[src/rtl/usb_pkg.sv]
// Shared definitions for the USB transmit path: PIDs, controller states, CRC16 and SYNC constants.
// The data-PID helper is only used when USB_TX_CRC16_EN is defined.
package usb_pkg;

   typedef enum logic [3:0] {
      ST_IDLE,
      ST_SYNC,
      ST_PID,
      ST_DATA,
      ST_CRC_LO,
      ST_CRC_HI,
      ST_EOP_REQ,
      ST_EOP_WAIT_HI,
      ST_EOP_WAIT_LO
   } tx_state_t;

   localparam logic [3:0]  PID_ACK    = 4'h2;
   localparam logic [3:0]  PID_DATA0  = 4'h3;
   localparam logic [3:0]  PID_DATA1  = 4'hB;
   localparam logic [3:0]  PID_DATA2  = 4'h7;
   localparam logic [3:0]  PID_MDATA  = 4'hF;

   localparam logic [15:0] CRC16_POLY = 16'h8005;
   localparam logic [15:0] CRC16_INIT = 16'hFFFF;
   localparam logic [7:0]  SYNC_BYTE  = 8'h80;

   function automatic logic is_data_pid(input logic [3:0] p);
      return (p == PID_DATA0) || (p == PID_DATA1) || (p == PID_DATA2) || (p == PID_MDATA);
   endfunction

endpackage

[src/rtl/usb_crc16.sv]
// Serial USB CRC16 (poly 0x8005, init 0xFFFF) with per-bit enable and synchronous clear.
// Used by usb_tx_controller only when USB_TX_CRC16_EN is defined.
module usb_crc16
   import usb_pkg::*;
(
   input  logic        clk,
   input  logic        n_rst,
   input  logic        clear,
   input  logic        en,
   input  logic        bit_in,
   output logic [15:0] crc_out
);

   logic [15:0] crc_q;
   logic [15:0] crc_d;

   always_comb begin
      crc_d = crc_q;
      if (en) begin
         crc_d = {crc_q[14:0], 1'b0} ^ ((crc_q[15] ^ bit_in) ? CRC16_POLY : '0);
      end
   end

   always_ff @(posedge clk or negedge n_rst) begin
      if (!n_rst) begin
         crc_q <= CRC16_INIT;
      end else if (clear) begin
         crc_q <= CRC16_INIT;
      end else begin
         crc_q <= crc_d;
      end
   end

   // Output reflects the bit being absorbed this cycle, so the caller can load the
   // CRC byte on the same edge as the final payload bit. Bit-reversed so the low
   // byte sent LSB first puts the register MSB on the wire first.
   always_comb begin
      for (int unsigned i = 0; i < 16; i++) begin
         crc_out[i] = ~crc_d[15 - i];
      end
   end

endmodule

[src/rtl/usb_tx_controller.sv]
// USB transmit sequencer: SYNC, PID, payload, optional CRC16, EOP handshake; owns the bit timer.
// Automatic CRC16 appending for data PIDs is enabled by defining USB_TX_CRC16_EN.
module usb_tx_controller
   import usb_pkg::*;
#(
   parameter int unsigned CLKS_PER_BIT = 8
) (
   input  logic       clk,
   input  logic       n_rst,
   input  logic       start,
   input  logic [3:0] pid,
   input  logic       has_data,
   input  logic [7:0] data_byte,
   input  logic       data_valid,
   input  logic       data_last,
   output logic       data_ready,
   input  logic       tx_hold,
   input  logic       transmit_eop,
   output logic       tx_out_bit,
   output logic       tx_shift,
   output logic       create_eop,
   output logic       busy,
   output logic       done,
   output logic       err_underrun
);

   localparam int unsigned    TW     = $clog2(CLKS_PER_BIT);
   localparam logic [TW-1:0]  T_LAST = TW'(CLKS_PER_BIT - 1);

   tx_state_t     state;
   logic [TW-1:0] timer;
   logic [7:0]    shreg;
   logic [2:0]    bit_idx;
   logic [3:0]    pid_q;
   logic          has_data_q;
   logic          last_q;
   logic          done_q;

   logic          bit_state;
   logic          consume;
   logic          byte_end;
   logic          need_data;
   logic          accept;

   assign bit_state  = (state == ST_SYNC) || (state == ST_PID) || (state == ST_DATA) ||
                       (state == ST_CRC_LO) || (state == ST_CRC_HI);
   assign tx_shift   = bit_state && (timer == T_LAST);
   assign consume    = tx_shift && !tx_hold;
   assign byte_end   = consume && (bit_idx == 3'd7);
   assign need_data  = ((state == ST_PID) && has_data_q) || ((state == ST_DATA) && !last_q);
   assign accept     = (state == ST_IDLE) && start && !done_q;

   assign data_ready   = byte_end && need_data && data_valid;
   assign err_underrun = byte_end && need_data && !data_valid;
   assign tx_out_bit   = shreg[0];
   assign busy         = (state != ST_IDLE);
   assign create_eop   = (state == ST_EOP_REQ);
   assign done         = done_q;

`ifdef USB_TX_CRC16_EN
   logic        crc_on_q;
   logic [15:0] crc_out;

   usb_crc16 u_crc (
      .clk     (clk),
      .n_rst   (n_rst),
      .clear   (accept),
      .en      (consume && (state == ST_DATA)),
      .bit_in  (shreg[0]),
      .crc_out (crc_out)
   );
`endif

   always_ff @(posedge clk or negedge n_rst) begin
      if (!n_rst) begin
         state      <= ST_IDLE;
         timer      <= '0;
         shreg      <= '1;
         bit_idx    <= '0;
         pid_q      <= '0;
         has_data_q <= 1'b0;
         last_q     <= 1'b0;
         done_q     <= 1'b0;
`ifdef USB_TX_CRC16_EN
         crc_on_q   <= 1'b0;
`endif
      end else begin
         done_q <= 1'b0;
         case (state)
            ST_IDLE: begin
               if (accept) begin
                  state      <= ST_SYNC;
                  timer      <= '0;
                  shreg      <= SYNC_BYTE;
                  bit_idx    <= '0;
                  pid_q      <= pid;
                  has_data_q <= has_data;
                  last_q     <= 1'b0;
`ifdef USB_TX_CRC16_EN
                  crc_on_q   <= is_data_pid(pid);
`endif
               end
            end
            ST_SYNC, ST_PID, ST_DATA, ST_CRC_LO, ST_CRC_HI: begin
               timer <= tx_shift ? '0 : timer + 1'b1;
               if (consume) begin
                  bit_idx <= bit_idx + 3'd1;
                  shreg   <= {1'b1, shreg[7:1]};
                  // Byte boundary: every field hand-off happens on the consuming shift of bit 7.
                  if (bit_idx == 3'd7) begin
                     if (state == ST_SYNC) begin
                        state <= ST_PID;
                        shreg <= {~pid_q, pid_q};
                     end
`ifdef USB_TX_CRC16_EN
                     else if (state == ST_CRC_LO) begin
                        state <= ST_CRC_HI;
                        shreg <= crc_out[15:8];
                     end
`endif
                     else if (need_data && data_valid) begin
                        state  <= ST_DATA;
                        shreg  <= data_byte;
                        last_q <= data_last;
                     end
`ifdef USB_TX_CRC16_EN
                     else if (!need_data && crc_on_q && (state != ST_CRC_HI)) begin
                        state <= ST_CRC_LO;
                        shreg <= crc_out[7:0];
                     end
`endif
                     else begin
                        state <= ST_EOP_REQ;
                        shreg <= '1;
                        timer <= '0;
                     end
                  end
               end
            end
            ST_EOP_REQ: begin
               state <= ST_EOP_WAIT_HI;
            end
            ST_EOP_WAIT_HI: begin
               if (transmit_eop) state <= ST_EOP_WAIT_LO;
            end
            ST_EOP_WAIT_LO: begin
               if (!transmit_eop) begin
                  state  <= ST_IDLE;
                  done_q <= 1'b1;
               end
            end
            default: begin
               state <= ST_IDLE;
            end
         endcase
      end
   end

endmodule

[config.mk]
export PLATFORM = sky130hd
export DESIGN_NAME = usb_tx_controller
export DESIGN_NICKNAME = d
export VERILOG_FILES = /design/src/rtl/usb_pkg.sv /design/src/rtl/usb_crc16.sv /design/src/rtl/usb_tx_controller.sv
export SDC_FILE = /design/constraint.sdc
export NUM_CORES = 1
export LEC_CHECK = 0
export ABC_AREA = 1
export CORE_ASPECT_RATIO = 1.5
export CORE_UTILIZATION = 40
export DETAILED_ROUTE_END_ITERATION = 6
export DONT_BUFFER_PORTS = 1
export PLACE_DENSITY = 0.58
export SYNTH_ARGS = -nofsm -noshare
export SYNTH_HDL_FRONTEND = slang
export SYNTH_SLANG_ARGS = --single-unit
[constraint.sdc]
create_clock -name clk -period 3.2 [get_ports clk]
set_input_delay 0.8 -clock clk [delete_from_list [all_inputs] [get_ports clk]]
set_output_delay 0.8 -clock clk [all_outputs]
set_load 0.02 [all_outputs]
==> run metrics <==
Worst EP arrival=about 1900 ps; initial antenna violation count=0; critical path launch point type=flop; Period minus WS final=approximately 2700 ps; max-cap violations=0; Die Ht=approximately 77 um; initial drt markers=between 40 and 50; Seq/Total Area, Yosys=0.423; r2r endpoint=state[0]; area of the multi-input gates=739 um^2; routability cong.=0.891; Async SR Flop Fraction=1.00; nets@finish=between 200 and 250; number of synthesized flops with an enable pin=0; Leak=around 0.9 nW; fin area=around 1600 um^2; skew final=approximately 6.5 ps; setup TNS=0 ps; final slew viol count=0; DP Worst Slack=~800 ps; area of the core=around 3500 um^2; DRT Wirelength=about 3.2 mm; Total GRT Usage=0.179; Placed Instance Area=approximately 1500 um^2; Post-CTS Setup Repair Bufs=0; R2R Setup Slk=~1500 ps; layout cells sized above 1=0.167; commonest cells in the netlist=nand2_1, inv_1, dfrtp_1; number of hold buffers added after cts=0; Main synth FF type=dfrtp_1; cells after synthesis=200; clock buffer depth=2; crit path max fanout=11; # port buffers=0; TritonCTS clock tree=built; # DRC=0; DRT Pass-1 Iters=4; Fill cells=~370; maximum clock frequency=around 370 MHz; top cell type's share of synthesized area=0.283; syn_nets=around 220; HPWL after detailed placement=between 2 and 2.5 mm; Via density=about 5.0; first-pass GRT wire length=roughly 5.3 mm; global route overflow=0; Final Cycle Share=0.844; RR Startpoint=bit_idx[0]; critical path type=reg2out; WHS=216 ps; via count=about 1200; Syn Area/Cell=~7.5 um^2; HP Class=in2async; num rows=26; Final WS setup=approximately 500 ps; largest net degree at the start of global routing=26; root buf cell=clkbuf_8; Starting Density=0.428; Max VDD drop=approximately 340 uV; worst skew pair latency=roughly 270 ps; placed cells=between 200 and 250; Mapped Area=around 1500 um^2; yosys warns=0; FF+latch count, synth=25; FF+latch area=636 um^2; RSZ-0062 raised after global routing=no; die area=roughly 4000 um^2; CTS Buf Count=3; clock sink count=25; vias in the first global route=around 1200; Ports=27; Routed Antenna Nets=0; relative slew slack=0.742; Synth area leaders=dfrtp_1, nand2_1, dfstp_2; Area growth, synth to finish=5.66%; Pwr Density=roughly 850 nW/um^2; count of cell types in the netlist=23; crit path capture type=primary output; R2R depth=8; WP data required=between 2000 and 2500 ps; Hold Violations, Final=0; status=finished, final reports clean; Slew @ Worst Pin=about 390 ps; clk slew on worst S/H paths=roughly 80 ps; area leader, netlist=dfrtp_1; Final Setup Violations=0; post-CTS sizing=0; DIE WIDTH=52.1 um; CTS HTree Levels=1; most common cell in the netlist=nand2_1; Layout Cells excl Fill=245; # diodes=0; WL/cell=roughly 13 um
## critical path: stages, from the launching register on
cell     delay [ps]
dfrtp_1         430
nor2_2          120
buf_4           170
nand2_1         100
nand2_4         130
nand2_4          80
nor2_8          140
nand2_1         110
nor3_1          170
buf_4           170
## report_power, final
| group | internal [mW] | switching, mW |
|---|---|---|
| registers | 0.445 | 0.0820 |
| clock network | 0.0890 | 0.0951 |
| logic | 0.213 | 0.427 |
## worst max-delay path by stage
stage	startpoint	endpoint
3_5_place_dp	state[3]	err_underrun
3_3_place_gp	state[3]	data_ready
2_1_floorplan	state[1]	err_underrun
6_report	state[3]	err_underrun
5_1_grt	state[3]	err_underrun
4_1_cts	state[3]	err_underrun
## cells in the final DEF (no fill, tap or decap), types with 2 or more instances in the layout
master / n
nand2_1: 76
inv_1: 22
dfrtp_1: 17
nand3_1: 15
nor2_1: 14
dfstp_2: 8
o21ai_0: 7
nand4_1: 7
inv_2: 5
mux2_2: 5
ha_1: 4
nand2_4: 3
o21ai_1: 3
clkbuf_8: 3
nor2_2: 2
nand2_2: 2
o21ai_2: 2
buf_4: 2
## cells by family (layout without fill, tap and decap cells)
logic type	after synthesis	after routing	share of synthesized area
and+or+nand+nor	122	122	0.366
buffers and inverters	30	33	0.0857
DFF	25	25	0.423
AOI/OAI and AO/OA	14	14	0.0549
muxes	5	5	0.0374
adders and majority gates	4	4	0.0333
## registers in the layout, indices dropped and copies added (netlist names)
signal	count
bit_idx	3
done	1
has_data_q	1
last_q	1
pid_q	4
shreg	8
state	4
timer	3
## final cells by class
type                       instances  area share
inverter                          27      0.0638
timing repair buffer               2     0.00945
sequential                        25       0.400
multi-input combinational        145       0.465
tap                               42      0.0331
clock buffer                       4      0.0283
## metal layers
metal,up-vias,share of wire,GRT usage
met2,29,0.50,0.301
li1,635,-,-
met1,562,0.43,0.203
met4,0,0.029,0.0919
met5,-,0,0
met3,7,0.047,0.0397
## through the flow
stage          utilization  total power [mW]
4_1_cts              0.452              1.37
5_1_grt              0.452              1.48
3_5_place_dp         0.439              1.17
2_1_floorplan            -              1.06
3_3_place_gp         0.439              1.16
6_report             0.452              1.35
No activity file was read; power rests on OpenSTA's default activity.
